**src/rtl/draw_scheduler.sv**
```systemverilog
// Frame scheduler for the shared VGA pixel port: ERASE pass, one logic_go pulse, PAINT pass.
// Optional grant watchdog enabled by defining DRAW_SCHED_WDOG_EN (adds WDOG_CYCLES and wdog_fault).
module draw_scheduler #(
  parameter int N_REQ      = 3,
  parameter int LOGIC_WAIT = 10
`ifdef DRAW_SCHED_WDOG_EN
  , parameter int WDOG_CYCLES = 1024
`endif
) (
  input  logic                 clk,
  input  logic                 reset,
  input  logic                 frame_tick,
  input  logic [N_REQ-1:0]     req,
  input  logic [N_REQ-1:0]     last,
  input  logic [N_REQ-1:0]     px_en_i,
  input  logic [10*N_REQ-1:0]  px_x_i,
  input  logic [10*N_REQ-1:0]  px_y_i,
  input  logic [3*N_REQ-1:0]   px_col_i,
  output logic [N_REQ-1:0]     start,
  output logic [N_REQ-1:0]     grant,
  output logic                 iscolour,
  output logic                 logic_go,
  output logic [9:0]           x,
  output logic [9:0]           y,
  output logic [2:0]           colour,
  output logic                 writeEn,
  output logic                 busy,
  output logic                 overrun
`ifdef DRAW_SCHED_WDOG_EN
  , output logic               wdog_fault
`endif
);

  localparam int IDX_W = (N_REQ > 1) ? $clog2(N_REQ) : 1;
  localparam int LW_W  = $clog2(LOGIC_WAIT + 1);

  typedef enum logic [2:0] {
    S_IDLE, S_E_SCAN, S_E_RUN, S_LOGIC, S_P_SCAN, S_P_RUN
  } state_t;

  state_t             state_q, state_d;
  logic [IDX_W-1:0]   idx_q, idx_d;
  logic               drain_q, drain_d;
  logic [LW_W-1:0]    lcnt_q, lcnt_d;
  logic [N_REQ-1:0]   start_q, start_d;
  logic [N_REQ-1:0]   grant_q, grant_d;
  logic               iscolour_q, iscolour_d;
  logic               logic_go_q, logic_go_d;
  logic [9:0]         x_q, x_d;
  logic [9:0]         y_q, y_d;
  logic [2:0]         colour_q, colour_d;
  logic               wr_q, wr_d;
  logic               overrun_q, overrun_d;
`ifdef DRAW_SCHED_WDOG_EN
  localparam int WD_W = $clog2(WDOG_CYCLES + 1);
  logic [WD_W-1:0]    wd_cnt_q, wd_cnt_d;
  logic               wdog_q, wdog_d;
`endif

  logic [9:0]         slot_x   [N_REQ];
  logic [9:0]         slot_y   [N_REQ];
  logic [2:0]         slot_col [N_REQ];
  logic [N_REQ-1:0]   idx_oh;
  logic               idx_last;
  logic               erase_pass;
  logic               pass_end;
  logic               timeout;

  for (genvar gi = 0; gi < N_REQ; gi++) begin : g_unpack
    assign slot_x[gi]   = px_x_i[10*gi +: 10];
    assign slot_y[gi]   = px_y_i[10*gi +: 10];
    assign slot_col[gi] = px_col_i[3*gi +: 3];
  end

  always_comb begin
    idx_oh = '0;
    idx_oh[idx_q] = 1'b1;
  end

  assign idx_last   = (idx_q == IDX_W'(N_REQ - 1));
  assign erase_pass = (state_q == S_E_SCAN) || (state_q == S_E_RUN);

  always_comb begin
    state_d    = state_q;
    idx_d      = idx_q;
    drain_d    = drain_q;
    lcnt_d     = lcnt_q;
    start_d    = '0;
    grant_d    = grant_q;
    iscolour_d = iscolour_q;
    logic_go_d = 1'b0;
    x_d        = x_q;
    y_d        = y_q;
    colour_d   = colour_q;
    wr_d       = 1'b0;
    overrun_d  = overrun_q | (frame_tick & (state_q != S_IDLE));
    pass_end   = 1'b0;
    timeout    = 1'b0;
`ifdef DRAW_SCHED_WDOG_EN
    wd_cnt_d   = wd_cnt_q;
    wdog_d     = wdog_q;
`endif
    unique case (state_q)
      S_IDLE: begin
        if (frame_tick) begin
          state_d    = S_E_SCAN;
          idx_d      = '0;
          iscolour_d = 1'b0;
        end
      end
      S_E_SCAN, S_P_SCAN: begin
        if (req[idx_q]) begin
          start_d = idx_oh;
          grant_d = idx_oh;
          drain_d = 1'b0;
          state_d = erase_pass ? S_E_RUN : S_P_RUN;
`ifdef DRAW_SCHED_WDOG_EN
          wd_cnt_d = '0;
`endif
        end else if (idx_last) begin
          pass_end = 1'b1;
        end else begin
          idx_d = IDX_W'(idx_q + 1'b1);
        end
      end
      S_E_RUN, S_P_RUN: begin
        // One extra granted cycle after last lets the final pixel leave the output register.
        if (drain_q) begin
          grant_d = '0;
          drain_d = 1'b0;
          if (idx_last) begin
            pass_end = 1'b1;
          end else begin
            idx_d   = IDX_W'(idx_q + 1'b1);
            state_d = erase_pass ? S_E_SCAN : S_P_SCAN;
          end
        end else begin
          wr_d = px_en_i[idx_q];
          if (px_en_i[idx_q]) begin
            x_d      = slot_x[idx_q];
            y_d      = slot_y[idx_q];
            colour_d = iscolour_q ? slot_col[idx_q] : 3'b000;
          end
`ifdef DRAW_SCHED_WDOG_EN
          wd_cnt_d = WD_W'(wd_cnt_q + 1'b1);
          timeout  = !last[idx_q] && (wd_cnt_q == WD_W'(WDOG_CYCLES - 2));
          if (timeout) wdog_d = 1'b1;
`endif
          if (last[idx_q] || timeout) drain_d = 1'b1;
        end
      end
      S_LOGIC: begin
        if (lcnt_q == LW_W'(LOGIC_WAIT - 1)) begin
          state_d    = S_P_SCAN;
          iscolour_d = 1'b1;
          idx_d      = '0;
        end else begin
          lcnt_d = LW_W'(lcnt_q + 1'b1);
        end
      end
      default: state_d = S_IDLE;
    endcase
    if (pass_end) begin
      if (erase_pass) begin
        state_d    = S_LOGIC;
        logic_go_d = 1'b1;
        lcnt_d     = '0;
      end else begin
        state_d = S_IDLE;
      end
    end
  end

  always_ff @(posedge clk or posedge reset) begin
    if (reset) begin
      state_q    <= S_IDLE;
      idx_q      <= '0;
      drain_q    <= 1'b0;
      lcnt_q     <= '0;
      start_q    <= '0;
      grant_q    <= '0;
      iscolour_q <= 1'b0;
      logic_go_q <= 1'b0;
      x_q        <= '0;
      y_q        <= '0;
      colour_q   <= '0;
      wr_q       <= 1'b0;
      overrun_q  <= 1'b0;
`ifdef DRAW_SCHED_WDOG_EN
      wd_cnt_q   <= '0;
      wdog_q     <= 1'b0;
`endif
    end else begin
      state_q    <= state_d;
      idx_q      <= idx_d;
      drain_q    <= drain_d;
      lcnt_q     <= lcnt_d;
      start_q    <= start_d;
      grant_q    <= grant_d;
      iscolour_q <= iscolour_d;
      logic_go_q <= logic_go_d;
      x_q        <= x_d;
      y_q        <= y_d;
      colour_q   <= colour_d;
      wr_q       <= wr_d;
      overrun_q  <= overrun_d;
`ifdef DRAW_SCHED_WDOG_EN
      wd_cnt_q   <= wd_cnt_d;
      wdog_q     <= wdog_d;
`endif
    end
  end

  assign start    = start_q;
  assign grant    = grant_q;
  assign iscolour = iscolour_q;
  assign logic_go = logic_go_q;
  assign x        = x_q;
  assign y        = y_q;
  assign colour   = colour_q;
  assign writeEn  = wr_q;
  assign busy     = (state_q != S_IDLE);
  assign overrun  = overrun_q;
`ifdef DRAW_SCHED_WDOG_EN
  assign wdog_fault = wdog_q;
`endif

endmodule

```
**config.mk**
```make
export PLATFORM = sky130hd
export DESIGN_NAME = draw_scheduler
export DESIGN_NICKNAME = d
export VERILOG_FILES = /design/src/rtl/draw_scheduler.sv
export SDC_FILE = /design/constraint.sdc
export NUM_CORES = 1
export LEC_CHECK = 0
export ABC_CLOCK_PERIOD_IN_PS = 2750
export CAP_MARGIN = 20
export CORE_AREA = 2 2 93 86
export DETAILED_ROUTE_END_ITERATION = 12
export DIE_AREA = 0 0 95 88
export PLACE_DENSITY_LB_ADDON = 0.15
export SYNTH_ARGS = -nofsm -noshare
export SYNTH_HDL_FRONTEND = slang
export SYNTH_SLANG_ARGS = --single-unit
```
**constraint.sdc**
```tcl
create_clock -name clk -period 2.75 [get_ports clk]
set_input_delay 0.55 -clock clk [delete_from_list [all_inputs] [get_ports clk]]
set_output_delay 0.55 -clock clk [all_outputs]
set_load 0.01 [all_outputs]
```
Yosys cells after proc, flatten, opt, wreduce, memory -nomap -nowiden:

Index checks and enable logic that the tools add are counted.
Widths: inputs -> output; s select.

* logic and storage cells: 112
* output and inout bits: 34
* flip-flop bits (word level): 43
* input port bits: 81

* muxes and demuxes: 58
* $add $sub $neg: 2
* bitwise operators: 4
* reductions and logical operators: 15
* eq/ne operators: 17
* magnitude comparators: 3

Operators by type and width (number)
* $mux 3: 15
* $bmux 10 s2: 2
* $mux 10: 4
* $mux 1: 16
* $mux 4: 4
* $ne 3x3->1 const B: 5
* $mux 2: 6
* $pmux 3 s4: 1
* $ne 2x2->1 const B: 5
* $reduce_and 5->1: 2
* $reduce_and 3->1: 3
* $pmux 2 s4: 1
* $bmux 1 s2: 3
* $bmux 3 s2: 1
* $eq 3x2->1 const B: 2
* $eq 3x3->1 const B: 2
* $pmux 1 s2: 3
* $pmux 3 s2: 1
* $add 4x1->4 const B: 1
* $eq 4x4->1 const B: 1
* $reduce_bool 2->1: 2
* $reduce_bool 4->1: 1
* $reduce_or 2->1: 2
* $eq 3x1->1 const B: 1
* other kinds (15): 15

Longest topological paths before layout:

Gate-level depths: netlist of the first run.

* depth after elaboration: 7
* gate-level depth with buffers: 9
* mapped depth without buffers: 7

Worst setup path after synthesis of the first run:

OpenSTA, ideal clock, no wires.

* path kind: register to register
* start point: register idx_q[0]
* end point: register state_q[1]
* data required time: 2.625 ns
* buffers on the path: 3
* clock period less this slack: 2.228 ns
* library setup time: 0.125 ns
* stages on the path, launching flop included: 9
* arrival: 2.104 ns
* setup slack: 0.522 ns
* path through: dfrtp_1 buf_4 buf_2 inv_1 ha_1 clkbuf_1 a221o_1 a21oi_1 mux2_2

* word-level cells in the longest chain between the ends: 6
* elaborated cells between the ends (all ways): 14
* classes of those cells: eq/ne (6); mux (7); reduce/logical (1)

Ends and longest elaborated chain
* from (decl): line 42 `logic [IDX_W-1:0] idx_q, idx_d;`
* from (signal assigned): line 195 `idx_q <= idx_d;`
* $bmux 1 s2 / $eq 2x2->1 (equally long branches): line 112, 80
* $mux 1, on equally long branches: line 112, 120, 131
* $mux 1, on equally long branches: line 112, 128
* $pmux 1 s2: line 103 `unique case (state_q)`
* $ne 3x3->1 (no source line)
* $reduce_and 5->1 (no source line)
* to (signal assigned): line 194 `state_q <= state_d;`
* to (decl): line 41 `state_t state_q, state_d;`

Several ways; a longest one is shown, not always the timed one. The select of a mux whose other input is x is not followed.
A chain may end at the register's enable or synchronous reset.

Worst setup path after layout of the first run:

* start point: register state_q[2]
* end point: output busy

* word-level cells in the longest chain between the ends: 1

Ends and longest elaborated chain
* $reduce_bool 3->1: line 222 `assign busy = (state_q != S_IDLE);`
* to (decl): line 27 `output logic busy,`

No other way between the ends.

==> flow_summary.ini, run 1 <==
[grt]
grt_max_degree = 44
grt_overflow = 0
grt_pass1_vias = 2116
grt_use_total_pct = 15.5
grt_first_pass_wirelength_um = 10000
antenna_found_initial = 0

[die]
dieHeight_um = 88
core-area_mm2 = 0.00739
initial_core_util_pct = 34.3
rows = 30
dieArea_mm2 = 0.00836
die_w_um = 95
pin_count = 115

[yosys]
synth.cell_area_mm2 = 0.00253
seq_area_frac_synth_pct = 42.4
syn-num-nets = 333
synth_cell_types = 45
synthCells = 247
yosys_warnings = 0
ys_seq_elements = 43
syn_area_per_cell_um2 = 10.3

[setup_path]
cp.required_ns = 2.20
crit_fanout = 12
setup.worst_path.end_class = output pin
start_kind = register
r2r-start = state_q[2]$_DFFE_PP0P_
worstSetupStartpoint = state_q[2]$_DFFE_PP0P_
reg2reg_depth = 6
r2r-end = x[1]$_DFFE_PP0P_
timing_worst_setup_path_type = reg2out
cp.arrival_ns = 1.87
rrSetupSlack_ns = 0.60

[place]
place.gp.congestion = 0.846
place_ws_ns = 0.424
numPortBuffers = 114
dp_cells = 448
dp_hpwl_um = 4960

[cells_and_area]
drive_gt1_share_pct = 11.9
stdcell_count = 456
area_growth_syn_to_layout_pct = 50.8
fin_nets = 445
layout_commonest_cell = clkdlybuf4s50_1
mostFrequentLayoutCells = clkdlybuf4s50_1, dfrtp_1, nand2_1
antenna_cells = 0

[route]
drtAntennaViolNets = 0
routedWlPerCell_um = 14.1
top_layer = met4
drt_iter0_drc = 52
dr_total_vias = 2158
drc = 0
detail_route.first_pass.iterations = 4
vias_per_cell = 4.73
dr_wl_met3_um = 431
wl_um = 6420
wl_met1_um = 2820
wl_met2_um = 3090

[sta]
timing.setup.tns_ns = 0
fin_crit_sh_pct = 88.0
slew_violations = 0
clock_skew_ns = 0.00925
period_needed_ns = 2.42
hold_violations = 0
tightest_slew_ns = 0.534
fmax_ghz = 0.413
setup_viol = 0
whs_ns = 0.472
rsz0062_at_grt = no
timing.final.ws_setup_ns = 0.330
max-slew-margin-rel_pct = 64.4

[clock_network]
postCtsHoldBufs = 0
cts_resized = 0
cts_made_buffers = 5
clk_pin_slew_ns = 0.08
cts_buffer_depth = 2
htreeDepth = 2
cts_tree = yes
cts_sinks = 43
clock_latency_ns = 0.29
cts_root_buffer = clkbuf_8
post_cts_buffers = 0

[hold_path]
holdPathEnd = overrun$_DFF_PP0_
holdPathStages = 1
hold_class = reg2reg
holdCritStartpoint = overrun$_DFF_PP0_

[pwr]
leakagePower_nw = 1.68
ir_worst_vdd_v = 0.000360
power.density_mw_per_mm2 = 945

[run]
maxCapViolations = 0

[run_status]
status = finished clean
critical path: stages, from the launching register on:
cell and delay, ns:
dfrtp_1 0.50, or3_1 0.55, clkdlybuf4s50_1 0.53
flip-flops by register name, summed over array words and instances (netlist names):
| register | flops |
|---|---|
| drain_q | 1 |
| state_q | 3 |
| idx_q | 2 |
| lcnt_q | 4 |
| logic_go | 1 |
| iscolour | 1 |
| x | 10 |
| overrun | 1 |
| start | 3 |
| y | 10 |
| writeEn | 1 |
| grant | 3 |
| colour | 3 |
worst max path at each step:
stage                              to  slack (ns)  cells past startpoint
6_report                         busy        0.33                      2
5_1_grt                          busy        0.26                      2
4_1_cts                          busy        0.31                      2
3_5_place_dp   state_q[1]$_DFFE_PP0P_        0.42                      6
3_3_place_gp   state_q[1]$_DFFE_PP0P_        0.48                      6
2_1_floorplan  state_q[1]$_DFFE_PP0P_        0.52                      8
cell families (layout without fill, tap and decap cells):
kind of cell,after synthesis,after routing,share of synthesized area (%)
XOR/XNOR,3,3,1.04
buffers and inverters,27,140,5.87
flip-flops,43,43,42.4
AND/OR/NAND/NOR,64,64,13.0
adder cells (fa/ha/maj),5,5,2.47
multiplexers,52,52,21.6
AO/OA/AOI/OAI,53,53,13.6
through the flow:
stage / util (%) / power (mW) / instance area [um^2]
final: 51.7 / 3.61 / 3820
after global routing: 51.7 / 3.91 / 3820
after CTS: 51.7 / 3.68 / 3820
after detailed placement: 50.6 / 3.28 / 3740
after global placement: 50.6 / 3.27 / 3740
after floorplan: - / 2.49 / 2530
Yosys cell counts (all sizes together):
library cell	instances	area share, %
a211oi	1	0.30
a21boi	1	0.30
a21o	4	1.2
a21oi	3	0.59
a221o	1	0.39
a22o	3	1.0
a22oi	1	0.84
a311oi	1	0.35
a31oi	1	0.25
a32oi	1	0.35
and2	4	0.99
and2b	1	0.39
and3	3	0.74
and3b	1	0.35
buf	10	3.3
clkbuf	6	0.94
dfrtp	43	42
ha	5	2.5
inv	11	1.6
mux2	22	9.8
mux2i	30	12
nand2	35	5.3
nand3	2	0.39
nand3b	1	0.30
nand4	1	0.25
nor2	8	1.2
nor2b	4	1.4
nor3	1	0.39
nor4	1	0.84
o21a	1	0.30
o21ai	31	6.1
o21bai	1	0.30
o22ai	1	0.49
o2bb2a	1	0.39
o32a	1	0.39
or3	2	0.49
xnor2	2	0.69
xor2	1	0.35
power breakdown:
group	internal (mW)	switching, mW
Combinational	1.15	0.951
Clock	0.178	0.204
Sequential	0.898	0.230
Total	2.23	1.39
routing by layer:
metal / global-route usage, % / up-vias
li1: - / 1084
met1: 19.4 / 1001
met2: 26.2 / 65
met3: 3.87 / 8
met4: 5.14 / 0
met5: 0 / -
cell type report:
cell class,instances,area (um^2)
Clock buffer,7,76.3
Clock inverter,1,5.00
Fill cell,691,3570
Inverter,11,41.3
Multi-Input combinational cell,177,1310
Sequential cell,43,1080
Tap cell,96,120
Timing Repair Buffer,121,1190
(Power assumes the default switching activity.)
==> inputs of run 2 (changes only) <==
--- a/config.mk
+++ b/config.mk
@@ -11,6 +11,7 @@
 export DETAILED_ROUTE_END_ITERATION = 12
 export DIE_AREA = 0 0 95 88
 export PLACE_DENSITY_LB_ADDON = 0.15
+export SKIP_LAST_GASP = 1
 export SYNTH_ARGS = -nofsm -noshare
 export SYNTH_HDL_FRONTEND = slang
 export SYNTH_SLANG_ARGS = --single-unit
==> results of run 2 <==
Same layout as run 1: the final DEF is identical, and so are final timing and power.
